$ cat config.mk
export PLATFORM = sky130hd
export DESIGN_NAME = palette_lut
export DESIGN_NICKNAME = d
export VERILOG_FILES = /design/src/rtl/palette_lut.sv
export SDC_FILE = /design/constraint.sdc
export NUM_CORES = 1
export LEC_CHECK = 0
export BUFFER_PORTS_ARGS = -buffer_cell sky130_fd_sc_hd__buf_2
export CORE_MARGIN = 8
export CORE_UTILIZATION = 35
export DETAILED_ROUTE_END_ITERATION = 16
export GPL_ROUTABILITY_DRIVEN = 1
export HOLD_SLACK_MARGIN = 0.08
export SLEW_MARGIN = 20
export SYNTH_ARGS = -nofsm -noshare
export SYNTH_HDL_FRONTEND = slang
export SYNTH_SLANG_ARGS = --single-unit
$ cat constraint.sdc
create_clock -name clock -period 9 [get_ports clock]
set_clock_uncertainty 0.2 [all_clocks]
set_input_delay 0.9 -clock clock [delete_from_list [all_inputs] [get_ports clock]]
set_output_delay 0.9 -clock clock [all_outputs]
set_load 0.03 [all_outputs]
$ cat src/rtl/palette_lut.sv
// Writable colour palette with a power-up default load, a two-stage pixel
// pipeline and colour / grey / green / amber output modes.
module palette_lut #(
  parameter  int COLORS = 16,
  parameter  int CW     = 6,
  localparam int IW     = $clog2(COLORS)
) (
  input  logic            clock,
  input  logic            power,
  input  logic            ce_pix,
  input  logic            pixel,
  input  logic [IW-1:0]   color,
  input  logic            hsync,
  input  logic            vsync,
  input  logic [1:0]      mode,
  input  logic            wr_req,
  input  logic [IW-1:0]   wr_idx,
  input  logic [3*CW-1:0] wr_rgb,
  output logic            wr_ack,
  output logic            ready,
  output logic [CW-1:0]   r_out,
  output logic [CW-1:0]   g_out,
  output logic [CW-1:0]   b_out,
  output logic            hs_out,
  output logic            vs_out,
  output logic            ce_out
);

  localparam int SHL = (CW > 6) ? CW - 6 : 0;
  localparam int SHR = (CW < 6) ? 6 - CW : 0;

  typedef enum logic [1:0] {ST_RESET, ST_INIT, ST_RUN} state_e;

  state_e          state_q;
  logic [IW-1:0]   cnt_q;
  logic            ready_q, wr_ack_q;
  logic [3*CW-1:0] mem [COLORS];
  logic [3*CW-1:0] rd_q;
  logic            pix1_q, hs1_q, vs1_q, ce1_q, run1_q;
  logic [CW-1:0]   r_q, g_q, b_q, r_d, g_d, b_d;
  logic            hs_q, vs_q, ce_q;
  logic            wr_accept, mem_we;
  logic [IW-1:0]   mem_addr;
  logic [3*CW-1:0] mem_data;
  logic [CW-1:0]   r1, g1, b1, lum;
  logic [CW+1:0]   lum_sum;

  function automatic logic [CW-1:0] scale(input logic [5:0] v);
    return CW'(({2'b00, v} << SHL) >> SHR);
  endfunction

  // Colour Genie defaults, stored as 6-bit {R,G,B} and rescaled to CW bits.
  function automatic logic [3*CW-1:0] default_rgb(input logic [IW-1:0] idx);
    logic [17:0] base;
    case (int'(idx))
      0:       base = {6'd16, 6'd16, 6'd16};
      1:       base = {6'd24, 6'd56, 6'd56};
      2:       base = {6'd48, 6'd8,  6'd16};
      3:       base = {6'd56, 6'd56, 6'd56};
      4:       base = {6'd56, 6'd56, 6'd8 };
      5:       base = {6'd40, 6'd56, 6'd16};
      6:       base = {6'd56, 6'd24, 6'd8 };
      7:       base = {6'd48, 6'd56, 6'd8 };
      8:       base = {6'd8,  6'd16, 6'd56};
      9:       base = {6'd40, 6'd48, 6'd56};
      10:      base = {6'd48, 6'd16, 6'd56};
      11:      base = {6'd32, 6'd24, 6'd56};
      12:      base = {6'd32, 6'd32, 6'd32};
      13:      base = {6'd8,  6'd48, 6'd32};
      14:      base = {6'd32, 6'd8,  6'd56};
      15:      base = {6'd56, 6'd56, 6'd56};
      default: base = '0;
    endcase
    return {scale(base[17:12]), scale(base[11:6]), scale(base[5:0])};
  endfunction

  // A held request is taken only when the previous cycle did not ack.
  assign wr_accept = power && (state_q == ST_RUN) && wr_req && !wr_ack_q;

  // NOTE: every variable assigned in always_comb gets a default first, so no latch is inferred.
  always_comb begin
    mem_we   = 1'b0;
    mem_addr = cnt_q;
    mem_data = default_rgb(cnt_q);
    if (power && (state_q != ST_RUN)) begin
      mem_we = 1'b1;
    end else if (wr_accept) begin
      mem_we   = 1'b1;
      mem_addr = wr_idx;
      mem_data = wr_rgb;
    end
  end

  // RESET with power high already performs the index-0 write of the load.
  // NOTE: sequential state uses non-blocking assignments only.
  always_ff @(posedge clock) begin
    if (!power) begin
      state_q  <= ST_RESET;
      cnt_q    <= '0;
      ready_q  <= 1'b0;
      wr_ack_q <= 1'b0;
    end else begin
      case (state_q)
        ST_RESET, ST_INIT: begin
          cnt_q    <= cnt_q + 1'b1;
          wr_ack_q <= 1'b0;
          if (cnt_q == IW'(COLORS - 1)) begin
            state_q <= ST_RUN;
            ready_q <= 1'b1;
          end else begin
            state_q <= ST_INIT;
          end
        end
        ST_RUN:  wr_ack_q <= wr_accept;
        default: state_q  <= ST_RESET;
      endcase
    end
  end

  // NOTE: the palette RAM is deliberately not reset; the INIT load rewrites every entry.
  always_ff @(posedge clock) begin
    if (mem_we) mem[mem_addr] <= mem_data;
    rd_q <= mem[color];
  end

  assign r1      = rd_q[3*CW-1:2*CW];
  assign g1      = rd_q[2*CW-1:CW];
  assign b1      = rd_q[CW-1:0];
  assign lum_sum = {2'b00, r1} + {1'b0, g1, 1'b0} + {2'b00, b1};
  assign lum     = CW'(lum_sum >> 2);

  always_comb begin
    r_d = '0;
    g_d = '0;
    b_d = '0;
    if (pix1_q && run1_q) begin
      case (mode)
        2'd0: begin r_d = r1;  g_d = g1;  b_d = b1;  end
        2'd1: begin r_d = lum; g_d = lum; b_d = lum; end
        2'd2: g_d = lum;
        default: begin r_d = lum; g_d = (lum >> 1) + (lum >> 2); end
      endcase
    end
  end

  always_ff @(posedge clock) begin
    if (!power) begin
      pix1_q <= 1'b0; hs1_q <= 1'b0; vs1_q <= 1'b0; ce1_q <= 1'b0; run1_q <= 1'b0;
      r_q    <= '0;   g_q   <= '0;   b_q   <= '0;
      hs_q   <= 1'b0; vs_q  <= 1'b0; ce_q  <= 1'b0;
    end else begin
      pix1_q <= pixel;  hs1_q <= hsync; vs1_q <= vsync; ce1_q <= ce_pix;
      run1_q <= (state_q == ST_RUN);
      r_q    <= r_d;    g_q   <= g_d;   b_q   <= b_d;
      hs_q   <= hs1_q;  vs_q  <= vs1_q; ce_q  <= ce1_q;
    end
  end

  assign wr_ack = wr_ack_q;
  assign ready  = ready_q;
  assign r_out  = r_q;
  assign g_out  = g_q;
  assign b_out  = b_q;
  assign hs_out = hs_q;
  assign vs_out = vs_q;
  assign ce_out = ce_q;

endmodule

==> results.tsv <==
metric	value	unit
gp_congestion	0.820	
grt_pass1_wl	44.4	mm
regToRegSetupSlack	4.95	ns
leakage	5.01	nW
dr.pass1.iters	4	
io_buffer_count	57	
start_util	35.4	%
row_count	72	
post_cts_buffers	0	
coreArea	38600	sq um
drt-initial-drc-count	559	
layout-drive-gt1-share	29.7	%
path_class	reg -> reg	
ant_nets	0	
setup_viol	0	
setup.worst_path.start	rd_q[1]$_DFF_P_	
dr_total_vias	6785	
clock_sinks	349	
cts_resized	0	
powerDensity	235	nW/um^2
cts_htree_levels	2	
cts_max_path_buffers	3	
synth_warnings	0	
wirelength_met1	12.8	mm
finalCritPeriodShare	45.0	%
grt-ovfl-total	0	
viasPerCell	5.11	
r2r_cells	13	
worstPathArrival	4.26	ns
highest_layer	met5	
area_growth_syn_to_layout	15.3	%
final_cells	1327	
post_synth_inst_count	710	
ys_seq_area_share	72.2	%
grt_pass1_vias	6981	
worstSetupEndpointType	flop	
grt_start_max_net_pins	73	
die_y	214	um
antenna_found_initial	2	
fin_crit	4.05	ns
min_path_cells	1	
rsz0062_at_grt	false	
hold_class	reg -> reg	
synth_area_leaders	edfxtp_1 63%, mux4_2 15%, dfxtp_1 8.9%, ha_1 1.3%, nor2_1 1.2%	
dieWidth	214	um
status	completed	
yosys_register_bits	349	
dpl.hpwl	19.2	mm
drc	0	
final.setup.tns	0	ns
tritoncts	done	
dr_wl_met3	2.25	mm
cts-root-buf	clkbuf_16	
hold_start	ce1_q$_SDFF_PN0_	
start_kind	flop	
clk_pin_slew	0.06	ns
fmax	247	MHz
peakVddDrop	0.000126	V
finalWirelength	29.6	mm
dp.cells	1256	
slew_headroom	25.1	%
synth.avg_cell_area	19.2	sq um
synth_fp_nets	765	
r2r_start	rd_q[1]$_DFF_P_	
cts_hold_buf	0	
path_max_fanout	6	
synthArstFlopShare	0	%
wl_per_cell	22.3	um
yosysTopAreaCell	edfxtp_1	
wl_met2	14.0	mm
synth_top_area_share	63.3	%
yosysMostFrequentCell	edfxtp_1	
io_pins	58	
die-area	45600	sq um
grtUsageTotal	13.2	%
rr_endpoint	g_out[2]$_SDFF_PN0_	
syn-cell-area	13700	sq um
max_cap_violations	0	
insertion_delay	0.54	ns
cts_made_buffers	38	
tightest_slew	1.12	ns
final_max_slew_viol_count	0	
min_to	ce_out$_SDFF_PN0_	
hold_violations	0	
synth_edf_count	288	
ys_types	54	
critical_path_required	9.21	ns
final_nets	834	
ys.flop_type	edfxtp_1	
synth_common_cells	288 x edfxtp_1, 90 x mux4_2, 61 x dfxtp_1	
how the worst max path moves through the flow:
stage | endpoint | slack, ns | cells past startpoint
after floorplan | g_out[3]$_SDFF_PN0_ | 5.32 | 14
after global routing | g_out[3]$_SDFF_PN0_ | 4.74 | 12
final | g_out[2]$_SDFF_PN0_ | 4.95 | 13
after detailed placement | mem[6][4]$_DFFE_PP_ | 4.28 | 6
after CTS | mem[6][11]$_DFFE_PP_ | 4.85 | 6
after global placement | mem[7][4]$_DFFE_PP_ | 4.32 | 6
routing by layer:
layer  GRT usage, %  up-vias
li1               -     3008
met1           18.2     3502
met2           20.5      229
met3           3.16       44
met4           3.88        2
met5              0        -
worst max-delay path: stages (launching register included):
cell and delay, ns:
dfxtp_1 0.35, inv_1 0.07, fa_1 0.53, and3b_1 0.24, fa_1 0.51, a211o_1 0.35, and2_1 0.18, nor2_1 0.43
xor2_1 0.13, ha_1 0.25, a2111o_1 0.30, nand2_1 0.08, xnor2_1 0.06, a211oi_1 0.27
flip-flops by register name, summed over array words and instances (netlist names), named ones only:
name and flops:
b_out 6, ce1_q 1, ce_out 1, cnt_q 4, g_out 6, hs1_q 1, hs_out 1, mem 288
pix1_q 1, r_out 6, rd_q 18, ready 1, run1_q 1, state_q 2, vs1_q 1, vs_out 1
wr_ack 1
kinds of logic (layout without fill, tap and decap cells):
logic type / count (synthesis) / count (layout) / synth area share, %
compound gates: 72 / 72 / 3.91
xor+xnor: 7 / 7 / 0.449
fa+ha+maj: 20 / 20 / 2.16
buf+inv: 50 / 148 / 1.50
flops: 349 / 349 / 72.2
mux: 101 / 101 / 15.7
other cells: 0 / 1 / 0
simple gates: 111 / 111 / 4.02
cell type report:
type / count / area [sq um]
fill: 3486 / 22800
inverter: 16 / 60.1
sequential: 349 / 9870
tap: 518 / 648
antenna: 1 / 2.50
clock inverter: 20 / 149
clock buffer: 49 / 1030
timing repair buffer: 63 / 340
multi-input combinational: 311 / 3650
metrics by stage:
stage	utilization, %	hold WS [ns]	setup slack, ns	instance area, sq um	total power [mW]
detailed placement	37.7	0.223	4.28	14500	2.26
floorplan	-	0.212	5.32	13700	2.15
finish	40.9	0.234	4.95	15800	3.70
CTS	40.8	0.237	4.85	15700	3.74
global placement	37.7	0.222	4.32	14500	2.26
global route	40.8	0.249	4.74	15800	3.84
placed cells by master (no fill, tap or decap), types with 8 or more instances in the layout:
master / instances
nor2_1: 26
o21ai_0: 9
a21oi_1: 9
clkinv_2: 9
edfxtp_1: 288
mux2_2: 10
dfxtp_1: 61
a22oi_1: 13
buf_2: 56
nor2_2: 12
clkbuf_1: 8
ha_1: 14
and2_1: 18
inv_1: 15
nand2_1: 19
mux4_2: 90
clkbuf_16: 39
report_power, final:
| part | total (mW) | switching, mW | internal [mW] |
|---|---|---|---|
| Clock | 1.46 | 0.616 | 0.848 |
| Combinational | 0.433 | 0.258 | 0.176 |
| Sequential | 1.80 | 0.0157 | 1.79 |
Power figures use the tool's default switching activity.
